File: src/rtl/stream_share_sched.sv
// Two-requester scheduler sharing one streaming core: arbitrates a job, feeds
// PKT_LEN words into the core, then routes RES_LEN result words back to the owner.
module stream_share_sched #(
    parameter int PKT_LEN = 16,
    parameter int RES_LEN = 16
) (
    input  logic        aclk,
    input  logic        aresetn,
    input  logic        s0_TVALID,
    output logic        s0_TREADY,
    input  logic [31:0] s0_TDATA,
    input  logic        s1_TVALID,
    output logic        s1_TREADY,
    input  logic [31:0] s1_TDATA,
    output logic        m0_TVALID,
    input  logic        m0_TREADY,
    output logic [31:0] m0_TDATA,
    output logic        m1_TVALID,
    input  logic        m1_TREADY,
    output logic [31:0] m1_TDATA,
    output logic        core_in_TVALID,
    input  logic        core_in_TREADY,
    output logic [31:0] core_in_TDATA,
    input  logic        core_out_TVALID,
    output logic        core_out_TREADY,
    input  logic [31:0] core_out_TDATA,
    output logic        grant,
    output logic        busy,
    output logic [15:0] done0,
    output logic [15:0] done1
);

    typedef enum logic [1:0] {IDLE, FEED, DRAIN} state_t;

    localparam logic [15:0] FEED_LAST  = 16'(PKT_LEN - 1);
    localparam logic [15:0] DRAIN_LAST = 16'(RES_LEN - 1);

    state_t      state;
    state_t      state_nxt;
    logic        last_grant;
    logic [15:0] feed_cnt;
    logic [15:0] drain_cnt;
    logic [15:0] done0_q;
    logic [15:0] done1_q;
    logic        any_req;
    logic        pick;
    logic        feed_hs;
    logic        drain_hs;
    logic        feed_last;
    logic        drain_last;

    // Under contention the requester that was not served last wins.
    assign any_req    = s0_TVALID || s1_TVALID;
    assign pick       = (s0_TVALID && s1_TVALID) ? ~last_grant : s1_TVALID;
    assign feed_hs    = core_in_TVALID && core_in_TREADY;
    assign drain_hs   = core_out_TVALID && core_out_TREADY;
    assign feed_last  = feed_hs && (feed_cnt == FEED_LAST);
    assign drain_last = drain_hs && (drain_cnt == DRAIN_LAST);

    assign busy          = (state != IDLE);
    assign done0         = done0_q;
    assign done1         = done1_q;
    assign core_in_TDATA = grant ? s1_TDATA : s0_TDATA;
    assign m0_TDATA      = core_out_TDATA;
    assign m1_TDATA      = core_out_TDATA;

    // NOTE: sequential state uses non-blocking assignments so every register
    // samples pre-edge values regardless of process ordering.
    always_ff @(posedge aclk or negedge aresetn) begin
        if (!aresetn) state <= IDLE;
        else          state <= state_nxt;
    end

    // NOTE: every combinational output gets a default first, so no path can
    // leave it unassigned and infer a latch.
    always_comb begin
        state_nxt = state;
        case (state)
            IDLE:    if (any_req)    state_nxt = FEED;
            FEED:    if (feed_last)  state_nxt = DRAIN;
            DRAIN:   if (drain_last) state_nxt = IDLE;
            default:                 state_nxt = IDLE;
        endcase
    end

    always_comb begin
        core_in_TVALID  = 1'b0;
        s0_TREADY       = 1'b0;
        s1_TREADY       = 1'b0;
        m0_TVALID       = 1'b0;
        m1_TVALID       = 1'b0;
        core_out_TREADY = 1'b0;
        case (state)
            FEED: begin
                core_in_TVALID = grant ? s1_TVALID : s0_TVALID;
                s0_TREADY      = !grant && core_in_TREADY;
                s1_TREADY      = grant && core_in_TREADY;
            end
            DRAIN: begin
                m0_TVALID       = !grant && core_out_TVALID;
                m1_TVALID       = grant && core_out_TVALID;
                core_out_TREADY = grant ? m1_TREADY : m0_TREADY;
            end
            default: ;
        endcase
    end

    always_ff @(posedge aclk or negedge aresetn) begin
        if (!aresetn) begin
            grant      <= 1'b0;
            last_grant <= 1'b1;
            feed_cnt   <= '0;
            drain_cnt  <= '0;
            done0_q    <= '0;
            done1_q    <= '0;
        end else begin
            if (state == IDLE && any_req) grant <= pick;
            if (feed_hs)  feed_cnt  <= feed_last  ? 16'd0 : feed_cnt + 16'd1;
            if (drain_hs) drain_cnt <= drain_last ? 16'd0 : drain_cnt + 16'd1;
            if (drain_last) begin
                last_grant <= grant;
                if (grant) done1_q <= done1_q + 16'd1;
                else       done0_q <= done0_q + 16'd1;
            end
        end
    end

endmodule

File: config.mk
export PLATFORM = sky130hd
export DESIGN_NAME = stream_share_sched
export DESIGN_NICKNAME = d
export VERILOG_FILES = /design/src/rtl/stream_share_sched.sv
export SDC_FILE = /design/constraint.sdc
export NUM_CORES = 1
export LEC_CHECK = 0
export BUFFER_PORTS_ARGS = -buffer_cell sky130_fd_sc_hd__buf_2
export CAP_MARGIN = 20
export CORE_ASPECT_RATIO = 0.8
export CORE_MARGIN = 8
export CORE_UTILIZATION = 45
export CTS_CLUSTER_DIAMETER = 30
export DETAILED_ROUTE_END_ITERATION = 10
export PLACE_DENSITY = 0.94
export SYNTH_ARGS = -nofsm -noshare
export SYNTH_HDL_FRONTEND = slang
export SYNTH_SLANG_ARGS = --single-unit
export TNS_END_PERCENT = 10
File: constraint.sdc
create_clock -name aclk -period 2.18 [get_ports aclk]
set_input_delay 0.436 -clock aclk [delete_from_list [all_inputs] [get_ports aclk]]
set_output_delay 0.436 -clock aclk [all_outputs]
set_load 0.005 [all_outputs]
==> impl_results.md, run 1 <==
* Yosys reg bits at 68
* Clock Latency Late Sink at 0.34 ns
* DRT Pass-1 Iters at 5
* Setup crit start kind: flop
* Clock sink total at 68
* Final #Nets at 600
* I/O pin count at 240
* Vias in the first global route at 3744
* Slew @ Worst Pin at 0.544 ns
* Final setup TNS at 0 ns
* Port bufs at 143
* Outcome: completed
* Core Area at 9080 um^2
* Worst EP arrival at 1.58 ns
* F_max at 0.497 GHz
* Syn Area/Cell at 10.4 um^2
* Vias per inst at 5.48
* Leakage at 2.47 nW
* DRT antenna net count at 0
* Area of the die at 12700 um^2
* Synthesized area at 4190 um^2
* Synthesis warning total at 0
* Post-synth cell types at 43
* Post-Route WL at 11800 um
* Critical R2R Launch: drain_cnt[0]$_DFFE_PN0P_
* Reg2reg end: done1[6]$_DFFE_PN0P_
* Endpoints failing hold at 0
* Most common cell in the netlist: dfrtp_1
* Synth Instances at 403
* Post-Syn Nets at 511
* Global-route wire length before repair at 18500 um
* Worst Reg2Reg Path Length in Cells at 6
* Pwr dens at 687 nW/um^2
* Largest net degree at the start of global routing at 48
* Total number of vias at 3367
* Gr ovfl total at 0
* Min-delay worst type: input port to asynchronous set/reset pin
* Peak supply drop at 0.000401 V
* Crit path kind: flop to output port
* Die H at 102 um
* Share of post-route cells with drive strength above 1 at 0.433
* Fin crit share at 0.923
* Maximum clock insertion buffer count at 2
* Placed Cells at 596
* Largest area contributor in the netlist: dfrtp_1
* Critical path peak fanout at 9
* Max-Cap Viols at 0
* Antenna violations before repair at 1
* Area contributors post-synth: dfrtp_1 (40%), buf_4 (11%), mux2_2 (9.4%)
* Flop-to-flop setup slack at 0.18 ns
* CTS Root Cell: clkbuf_16
* DR DRC count at 0
* Worst Skew at 0.00925 ns
* Pre-CTS setup slack at 0.223 ns
* Setup bufs post-CTS at 0
* Max-Slew Margin vs Limit at 0.634
* Routability cong. at 0.935
* Synth top area share at 0.400
* # fillers at 757
* Fin area at 4930 um^2
* Total GRT Usage at 0.190
* Final setup fails at 0
* Final Max Slew Viols at 0
* Drt first-iter violations at 207
* CP required at 1.74 ns
* Async S/R FF share, synth at 1.00
* CP endpoint kind: output port
* Post-synthesis sequential area ratio at 0.406
* Unrepaired setup endpoints after global routing: no
* Clk slew on worst S/H paths at 0.06 ns
* Commonest cells post-synth: dfrtp_1 (67), buf_4 (64), mux2_2 (35), xnor2_1 (35)
* DR WL/cell at 19.3 um
* P&R area growth vs syn at 17.6%
* Cts bufs inserted at 9
* CTS resizes at 0
* Minimum clock period at 2.01 ns
* Initial Util at 0.462
* Fin cells at 614
* Cell Area, Placed at 4620 um^2
* Die width at 124 um
* TritonCTS clock tree: built
* Hold slack at 0.0746 ns
* Final WS setup at 0.168 ns
* Core Rows at 31
* Hold buffers post-CTS at 0
* DPL Wire Length at 9410 um
* Post-synth EDFFs at 0
* H-tree lvl count at 3
* Primary FF master, synth: dfrtp_1
==> cell families after synthesis <==
kind of cell / count (synthesis) / synth area share
AND/OR/NAND/NOR: 146 / 0.213
buffers and inverters: 81 / 0.133
flip-flops: 68 / 0.406
XOR/XNOR: 55 / 0.115
multiplexers: 39 / 0.108
AO/OA/AOI/OAI: 10 / 0.0134
adder cells (fa/ha/maj): 4 / 0.0119
==> stage by stage <==
step / utilization / power, mW
after floorplan: - / 1.73
after global placement: 0.509 / 1.89
after detailed placement: 0.509 / 1.90
after CTS: 0.542 / 3.41
after global routing: 0.543 / 3.53
final: 0.543 / 3.39
==> how the worst max path moves through the flow <==
stage / startpoint / slack [ns] / cells past startpoint / endpoint
global route: drain_cnt[0]$_DFFE_PN0P_ / 0.03 / 6 / done1[6]$_DFFE_PN0P_
global placement: drain_cnt[0]$_DFFE_PN0P_ / 0.36 / 6 / done0[14]$_DFFE_PN0P_
floorplan: grant$_DFFE_PN0P_ / 0.31 / 4 / core_in_TDATA[10]
detailed placement: drain_cnt[0]$_DFFE_PN0P_ / 0.22 / 6 / done1[6]$_DFFE_PN0P_
finish: state[1]$_DFFE_PN0P_ / 0.17 / 3 / m0_TVALID
CTS: state[1]$_DFFE_PN0P_ / 0.13 / 3 / m0_TVALID
==> critical path, cell delays in order, from the launching register on <==
cell      delay (ns)
dfrtp_1         0.49
nand3b_1        0.32
nor2_1          0.27
buf_2           0.16
==> metal layers <==
metal / vias to the layer above / track usage / share of wire
met2: 197 / 0.319 / 0.51
met5: - / 0 / 0
li1: 1523 / - / -
met1: 1605 / 0.192 / 0.35
met4: 0 / 0.116 / 0.037
met3: 42 / 0.0850 / 0.097
==> layout make-up <==
class / instances / area (um^2) / share of cell area
multi-input cells: 254 / 1930 / 0.392
flip-flops and latches: 68 / 1700 / 0.346
repair buffers: 152 / 808 / 0.164
clock buffers: 10 / 229 / 0.0464
well taps: 115 / 144 / 0.0292
clock inverters: 5 / 77.6 / 0.0157
inverters: 7 / 26.3 / 0.00533
diodes: 3 / 7.51 / 0.00152
==> where the power goes <==
part / leakage, nW / total, mW / internal [mW] / switching [mW]
Clock: 0.148 / 1.51 / 0.989 / 0.520
Sequential: 0.916 / 1.35 / 1.30 / 0.0456
Combinational: 1.41 / 0.530 / 0.277 / 0.253
Total: 2.47 / 3.39 / 2.57 / 0.818
==> layout by cell type (no fill, tap or decap), types with 2 or more instances in the layout <==
cell,instances
buf_2,143
bufinv_16,2
clkinv_2,2
diode_2,3
nor4_1,7
nand3_1,22
xnor2_1,35
nor4_2,4
mux2_2,35
o21ai_0,4
buf_12,2
nand2_1,22
nand2b_1,3
ha_1,4
or3_1,2
nor2_1,14
inv_1,7
nand3b_1,2
and4_1,7
nor3_1,19
nor3b_1,2
and3_1,9
dfrtp_1,66
clkbuf_16,9
nand4b_1,2
and2_1,3
nor4_4,3
nand4_1,19
xor2_1,20
a21oi_1,3
buf_4,7
==> registers in the layout, summed over array words and instances, names as in the netlist <==
signal      cells
drain_cnt      16
last_grant      1
done0          16
grant           1
state           2
feed_cnt       16
done1          16
Power figures use the tool's default switching activity.
==> inputs of run 2 (changes only) <==
--- a/config.mk
+++ b/config.mk
@@ -5,11 +5,12 @@
 export SDC_FILE = /design/constraint.sdc
 export NUM_CORES = 1
 export LEC_CHECK = 0
+export ABC_AREA = 1
 export BUFFER_PORTS_ARGS = -buffer_cell sky130_fd_sc_hd__buf_2
 export CAP_MARGIN = 20
 export CORE_ASPECT_RATIO = 0.8
 export CORE_MARGIN = 8
-export CORE_UTILIZATION = 45
+export CORE_UTILIZATION = 48
 export CTS_CLUSTER_DIAMETER = 30
 export DETAILED_ROUTE_END_ITERATION = 10
 export PLACE_DENSITY = 0.94
==> run 2 against run 1 <==
Net effect:
- first-iteration DRC count increased by 82%
- sequential share of layout area decreased by 5.9 points
- synthesized cell count increased by 100%
- register-to-register slack improved by 0.09 ns
- worst hold slack improved by 0.31 ns
- sequential power increased by 9.6%
- global-route usage increased by 0.60 points
- power increased by 26%
- synthesized area increased by 26%
- combinational power increased by 130%
- utilization increased by 0.76 points
- largest cell class unchanged
- largest power group unchanged
==> impl_results.md, run 2 <==
* Outcome: completed
* Gr ovfl total at 0
* Post-Route WL at 14300 um
* Max-Slew Margin vs Limit at 0.727
* Clock Latency Late Sink at 0.34 ns
* Fin crit share at 0.878
* CTS Root Cell: clkbuf_16
* CP required at 2.40 ns
* DRT Pass-1 Iters at 5
* Synth top area share at 0.317
* Async S/R FF share, synth at 1.00
* Syn Area/Cell at 6.51 um^2
* Largest family of logic cells by synthesized area: simple AND/OR/NAND/NOR gates
* Share of post-route cells with drive strength above 1 at 0.202
* Post-Synth Adder-Cell Area at 0.00947
* Final setup fails at 0
* Largest area contributor in the netlist: dfrtp_1
* Final #Nets at 998
* Primary FF master, synth: dfrtp_1
* Initial Util at 0.489
* Antenna violations before repair at 0
* Min-delay worst type: input port to flop
* Core Rows at 34
* Minimum clock period at 1.91 ns
* Largest net degree at the start of global routing at 58
* Area contributors post-synth: dfrtp_1 (32%), nand2_1 (25%), buf_4 (9.2%)
* Max-Cap Viols at 0
* Commonest cells post-synth: nand2_1 (347), nor2_1 (78), dfrtp_1 (67)
* Final Util at 0.551
* Peak supply drop at 0.000360 V
* Synthesis warning total at 0
* CP endpoint kind: flop
* Most common cell in the netlist: nand2_1
* Final WS setup at 0.266 ns
* Global-route wire length before repair at 23700 um
* Setup crit start kind: flop
* Yosys reg bits at 68
* P&R area growth vs syn at 12.6%
* Final setup TNS at 0 ns
* M1 wire length at 6130 um
* Post-synthesis sequential area ratio at 0.322
* Synthesized area at 5280 um^2
* Die width at 133 um
* Maximum clock insertion buffer count at 2
* Vias per inst at 5.09
* Met3 WL post-DR at 1360 um
* Port bufs at 143
* Most common cell after layout, fill and taps aside: nand2_1
* Met2 wire length at 6560 um
* Highest-count cells in the layout ignoring fill and taps: nand2_1 (347), buf_2 (143), nor2_1 (78)
* Multiplexer area fraction after synthesis at 0
* I/O pin count at 240
* Final Max Slew Viols at 0
* Vias in the first global route at 5140
* Total GRT Usage at 0.196
* Die H at 110 um
* XOR/XNOR share of the synthesized area at 0.0249
* Slew @ Worst Pin at 0.408 ns
* Unrepaired setup endpoints after global routing: no
* ANT cells at 0
* Post-synth cell types at 30
* Flop-to-flop setup slack at 0.27 ns
* Clk slew on worst S/H paths at 0.06 ns
* TritonCTS clock tree: built
* Post-synthesis compound-gate area fraction at 0.0365
* Area of the die at 14600 um^2
* Core Area at 10800 um^2
* Post-Syn Nets at 920
* DRT antenna net count at 0
* Routability cong. at 0.939
* Critical path peak fanout at 16
* Synth Instances at 812
* Reg2reg end: done0[10]$_DFFE_PN0P_
* Post-Synth Simple-Gate Area at 0.445
* Pwr dens at 720 nW/um^2
* Post-synth EDFFs at 0
* DR WL/cell at 13.8 um
* Setup bufs post-CTS at 0
* Crit path capture: done0[10]$_DFFE_PN0P_
* Pre-CTS setup slack at 0.294 ns
* Total number of vias at 5290
* Critical R2R Launch: drain_cnt[0]$_DFFE_PN0P_
* Leakage at 3.29 nW
* Cts bufs inserted at 9
* Clock sink total at 68
* Drt first-iter violations at 376
* DPL Wire Length at 10700 um
* Worst Reg2Reg Path Length in Cells at 8
* F_max at 0.523 GHz
* Endpoints failing hold at 0
* Crit path launch: drain_cnt[0]$_DFFE_PN0P_
* DR DRC count at 0
* Worst Skew at 0.00821 ns
* H-tree lvl count at 3
* Worst EP arrival at 2.14 ns
* Crit path kind: flop to flop
* Highest Signal Layer: met4
-- run 2: cell count changes after synthesis, moves of 5 or more --
cell	previous run	this run
and3_1	9	0
and4_1	7	0
inv_1	7	60
mux2_2	35	0
nand2_1	22	347
nand3_1	22	65
nand3_2	0	5
nand3b_1	2	7
nor2_1	14	78
nor3_1	19	6
nor4_1	7	0
o21ai_0	4	28
xnor2_1	35	3
xor2_1	20	12
-- run 2: cell type report --
type	instances	area (um^2)
Sequential cell	68	1700
Tap cell	144	180
Fill cell	1018	4850
Inverter	62	233
Multi-Input combinational cell	599	2720
Timing Repair Buffer	150	796
Clock buffer	14	254
Clock inverter	2	60.1
-- run 2: cells by family (layout without fill, tap and decap cells) --
family,after synthesis,in the layout
simple gates,544,544
buf+inv,145,228
flops,68,68
compound gates,36,36
xor+xnor,15,15
fa+ha+maj,4,4
-- run 2: repair_timing --
action | 4_1_cts | 5_1_grt
hold endpoints to repair | 11 | 0
gates resized for setup | 0 | 0
hold buffers | 1 | 0
-- run 2: worst min-delay path by stage --
stage / cells after the start / end / from
2_1_floorplan: 0 / done0[0]$_DFFE_PN0P_ / aresetn
3_3_place_gp: 1 / done0[2]$_DFFE_PN0P_ / aresetn
3_5_place_dp: 1 / done0[2]$_DFFE_PN0P_ / aresetn
4_1_cts: 3 / grant$_DFFE_PN0P_ / s1_TVALID
5_1_grt: 3 / grant$_DFFE_PN0P_ / s1_TVALID
6_report: 3 / grant$_DFFE_PN0P_ / s1_TVALID
-- run 2: layer usage --
metal	vias to the layer above	track usage
li1	2640	-
met1	2376	0.239
met2	255	0.311
met3	19	0.0767
met4	0	0.0751
met5	-	0
-- run 2: power breakdown --
| group | switching, mW | internal (mW) |
|---|---|---|
| Clock | 0.532 | 1.03 |
| Sequential | 0.117 | 1.36 |
| Combinational | 0.770 | 0.468 |
-- run 2: per-stage QoR --
stage | std cells | cell area (um^2) | hold slack, ns | power [mW]
after floorplan | 812 | 5280 | 0.140 | 2.31
after global placement | 1022 | 5630 | 0.340 | 2.70
after detailed placement | 1022 | 5630 | 0.341 | 2.73
after CTS | 1039 | 5950 | 0.374 | 4.32
after global routing | 1039 | 5950 | 0.396 | 4.53
final | 1039 | 5950 | 0.380 | 4.28
-- run 2: critical path, cell delays in order (launching register included) --
cell and delay [ns]:
dfrtp_1 0.40, ha_1 0.29, nand3_4 0.13, nor2_4 0.15
nand2_4 0.13, nor2_8 0.23, nand2_2 0.26, nand2_1 0.14
nand2_1 0.07
==> inputs of run 3 (changes only) <==
--- a/config.mk
+++ b/config.mk
@@ -8,12 +8,14 @@
 export ABC_AREA = 1
 export BUFFER_PORTS_ARGS = -buffer_cell sky130_fd_sc_hd__buf_2
 export CAP_MARGIN = 20
+export CELL_PAD_IN_SITES_DETAIL_PLACEMENT = 2
+export CELL_PAD_IN_SITES_GLOBAL_PLACEMENT = 2
 export CORE_ASPECT_RATIO = 0.8
 export CORE_MARGIN = 8
-export CORE_UTILIZATION = 48
+export CORE_UTILIZATION = 24
 export CTS_CLUSTER_DIAMETER = 30
 export DETAILED_ROUTE_END_ITERATION = 10
-export PLACE_DENSITY = 0.94
+export PLACE_DENSITY = 0.93
 export SYNTH_ARGS = -nofsm -noshare
 export SYNTH_HDL_FRONTEND = slang
 export SYNTH_SLANG_ARGS = --single-unit
==> run 3 against run 2 <==
Net effect:
- highest routed layer unchanged
- final cell count grew 13%
- routed wire length increased by 32%
- critical endpoint is now core_in_TDATA[21]
- critical path depth shrank 3
- setup slack worse by 0.069 ns
- via count up 3.6%
- clock-buffer cell count down 5
- critical path type is now flop to output port
- die area increased by 85%
- combinational power about the same
- clock skew is 0.0016 ns higher
- global-route usage fell by 5.5 points
- worst hold slack worse by 0.24 ns
- utilization down 27 points
==> impl_results.md, run 3 (same netlist as run 2, synthesis figures left out) <==
* Outcome: completed
* Internal at 2.58 mW
* Die width at 182 um
* Total GRT Usage at 0.142
* Highest-count cells in the layout ignoring fill and taps: nand2_1 (347), buf_2 (142), nor2_1 (78)
* Worst path max stage delay at 0.46 ns
* Antenna violations before repair at 0
* CTS Root Cell: clkbuf_16
* NetSw at 1.51 mW
* Worst Skew at 0.00983 ns
* Switch share at 0.369
* Gr ovfl total at 0
* Initial Util at 0.244
* DR WL/cell at 16.1 um
* Leakage at 3.27 nW
* P&R area growth vs syn at 14.7%
* Maximum clock insertion buffer count at 2
* Critical path peak fanout at 30
* Crit path kind: flop to output port
* Worst EP arrival at 1.55 ns
* Slowest CP cell: dfrtp_2
* Power share of the clock group at 0.330
* Max-Slew Margin vs Limit at 0.542
* Core Rows at 48
* TritonCTS clock tree: built
* Setup bufs post-CTS at 0
* Core Area at 21600 um^2
* Hold buffers post-CTS at 0
* Endpoints failing hold at 0
* Cts bufs inserted at 9
* Critical Path Most Common Cell: nand2_1
* Seq pwr share at 0.364
* Min-delay worst type: input port to asynchronous set/reset pin
* H-tree lvl count at 3
* Global-route wire length before repair at 31500 um
* Fin crit share at 0.910
* Final setup TNS at 0 ns
* Vias in the first global route at 6242
* Unrepaired setup endpoints after global routing: no
* DRT Pass-1 Iters at 4
* I/O pin count at 240
* Clock Latency Late Sink at 0.34 ns
* Die H at 149 um
* Slew @ Worst Pin at 0.687 ns
* Port bufs at 143
* Worst-path cell chain: inv_2 -> buf_4 -> nand2_1 -> nand2_1 -> buf_2
* Met2 wire length at 9170 um
* Setup crit start kind: flop
* Final setup fails at 0
* Peak supply drop at 0.000363 V
* Hold slack at 0.143 ns
* Final Max Slew Viols at 0
* Clock sink total at 68
* Max-Cap Viols at 0
* Cell family with most CP delay: buffers and inverters
* Share of post-route cells with drive strength above 1 at 0.209
* Final #Nets at 1000
* Area of the die at 27000 um^2
* Met3 WL post-DR at 1260 um
* DR DRC count at 0
* CP required at 1.74 ns
* Most common cell after layout, fill and taps aside: nand2_1
* DRT antenna net count at 0
* Vias per inst at 4.68
* Crit path buf inv count at 3
* Minimum clock period at 1.98 ns
* Pwr dens at 675 nW/um^2
* CP endpoint kind: output port
* Post-Route WL at 18900 um
* F_max at 0.504 GHz
* DPL Wire Length at 15000 um
* Highest Signal Layer: met4
* Routability cong. at 0.807
* Final Util at 0.280
* Drt first-iter violations at 239
* M1 wire length at 8340 um
* Clk slew on worst S/H paths at 0.06 ns
* CTS resizes at 0
* ANT cells at 0
* Total number of vias at 5479
* Largest net degree at the start of global routing at 50
* Combinational share of power at 0.306
-- run 3: cell count changes in the layout (fill, tap and decap cells not counted) --
cell and delta:
buf_4 +6, clkbuf_1 -4, buf_12 -2, bufinv_16 -2, clkinv_2 +2, clkinv_4 +2
clkinvlp_4 +2, buf_2 -1, clkbuf_8 -1, dlygate4sd3_1 -1
-- run 3: final timing paths --
path	slack (ns)	from	to	cells after the start
max reg2reg	0.35	drain_cnt[0]$_DFFE_PN0P_	done0[12]$_DFFE_PN0P_	8
min in group aclk	0.40	s1_TVALID	grant$_DFFE_PN0P_	3
max	0.20	grant$_DFFE_PN0P_	core_in_TDATA[21]	5
min	0.14	aresetn	feed_cnt[12]$_DFFE_PN0P_	1
min reg2reg	0.52	feed_cnt[1]$_DFFE_PN0P_	feed_cnt[1]$_DFFE_PN0P_	2
max in group asynchronous	1.39	aresetn	done1[7]$_DFFE_PN0P_	2
-- run 3: power by group through the flow --
stage	Combinational, mW	Sequential (mW)	Clock [mW]
global placement	1.23	1.50	0
detailed placement	1.29	1.51	0
finish	1.25	1.49	1.35
floorplan	0.841	1.47	0
CTS	1.30	1.49	1.41
global route	1.43	1.50	1.45
-- run 3: worst reg2reg max path, delay by kind of cell, from the launching register on --
kind | cells | cell delay (ns)
adder cells (fa/ha/maj) | 1 | 0.30
flip-flops | 1 | 0.42
AND/OR/NAND/NOR | 7 | 0.99
-- run 3: area by class of cell --
| class | count | area (um^2) |
|---|---|---|
| clock buffer | 9 | 225 |
| clock inverter | 6 | 42.5 |
| fill | 2682 | 15600 |
| inverter | 62 | 233 |
| multi-input combinational | 599 | 2720 |
| sequential | 68 | 1700 |
| tap | 275 | 344 |
| timing repair buffer | 152 | 786 |
-- run 3: per-stage QoR --
step                instances  setup slack, ns  area [um^2]  power, mW
finish                   1171            0.197         6060       4.09
global route             1171           0.0724         6060       4.39
global placement         1156            0.451         5790       2.74
floorplan                 812            0.516         5280       2.31
CTS                      1171            0.140         6060       4.20
detailed placement       1156            0.327         5790       2.80
-- run 3: metal layers --
layer  vias up  track usage
met5         -            0
met4         0       0.0266
met3        16       0.0529
met2       136        0.252
met1      2679        0.162
li1       2648            -
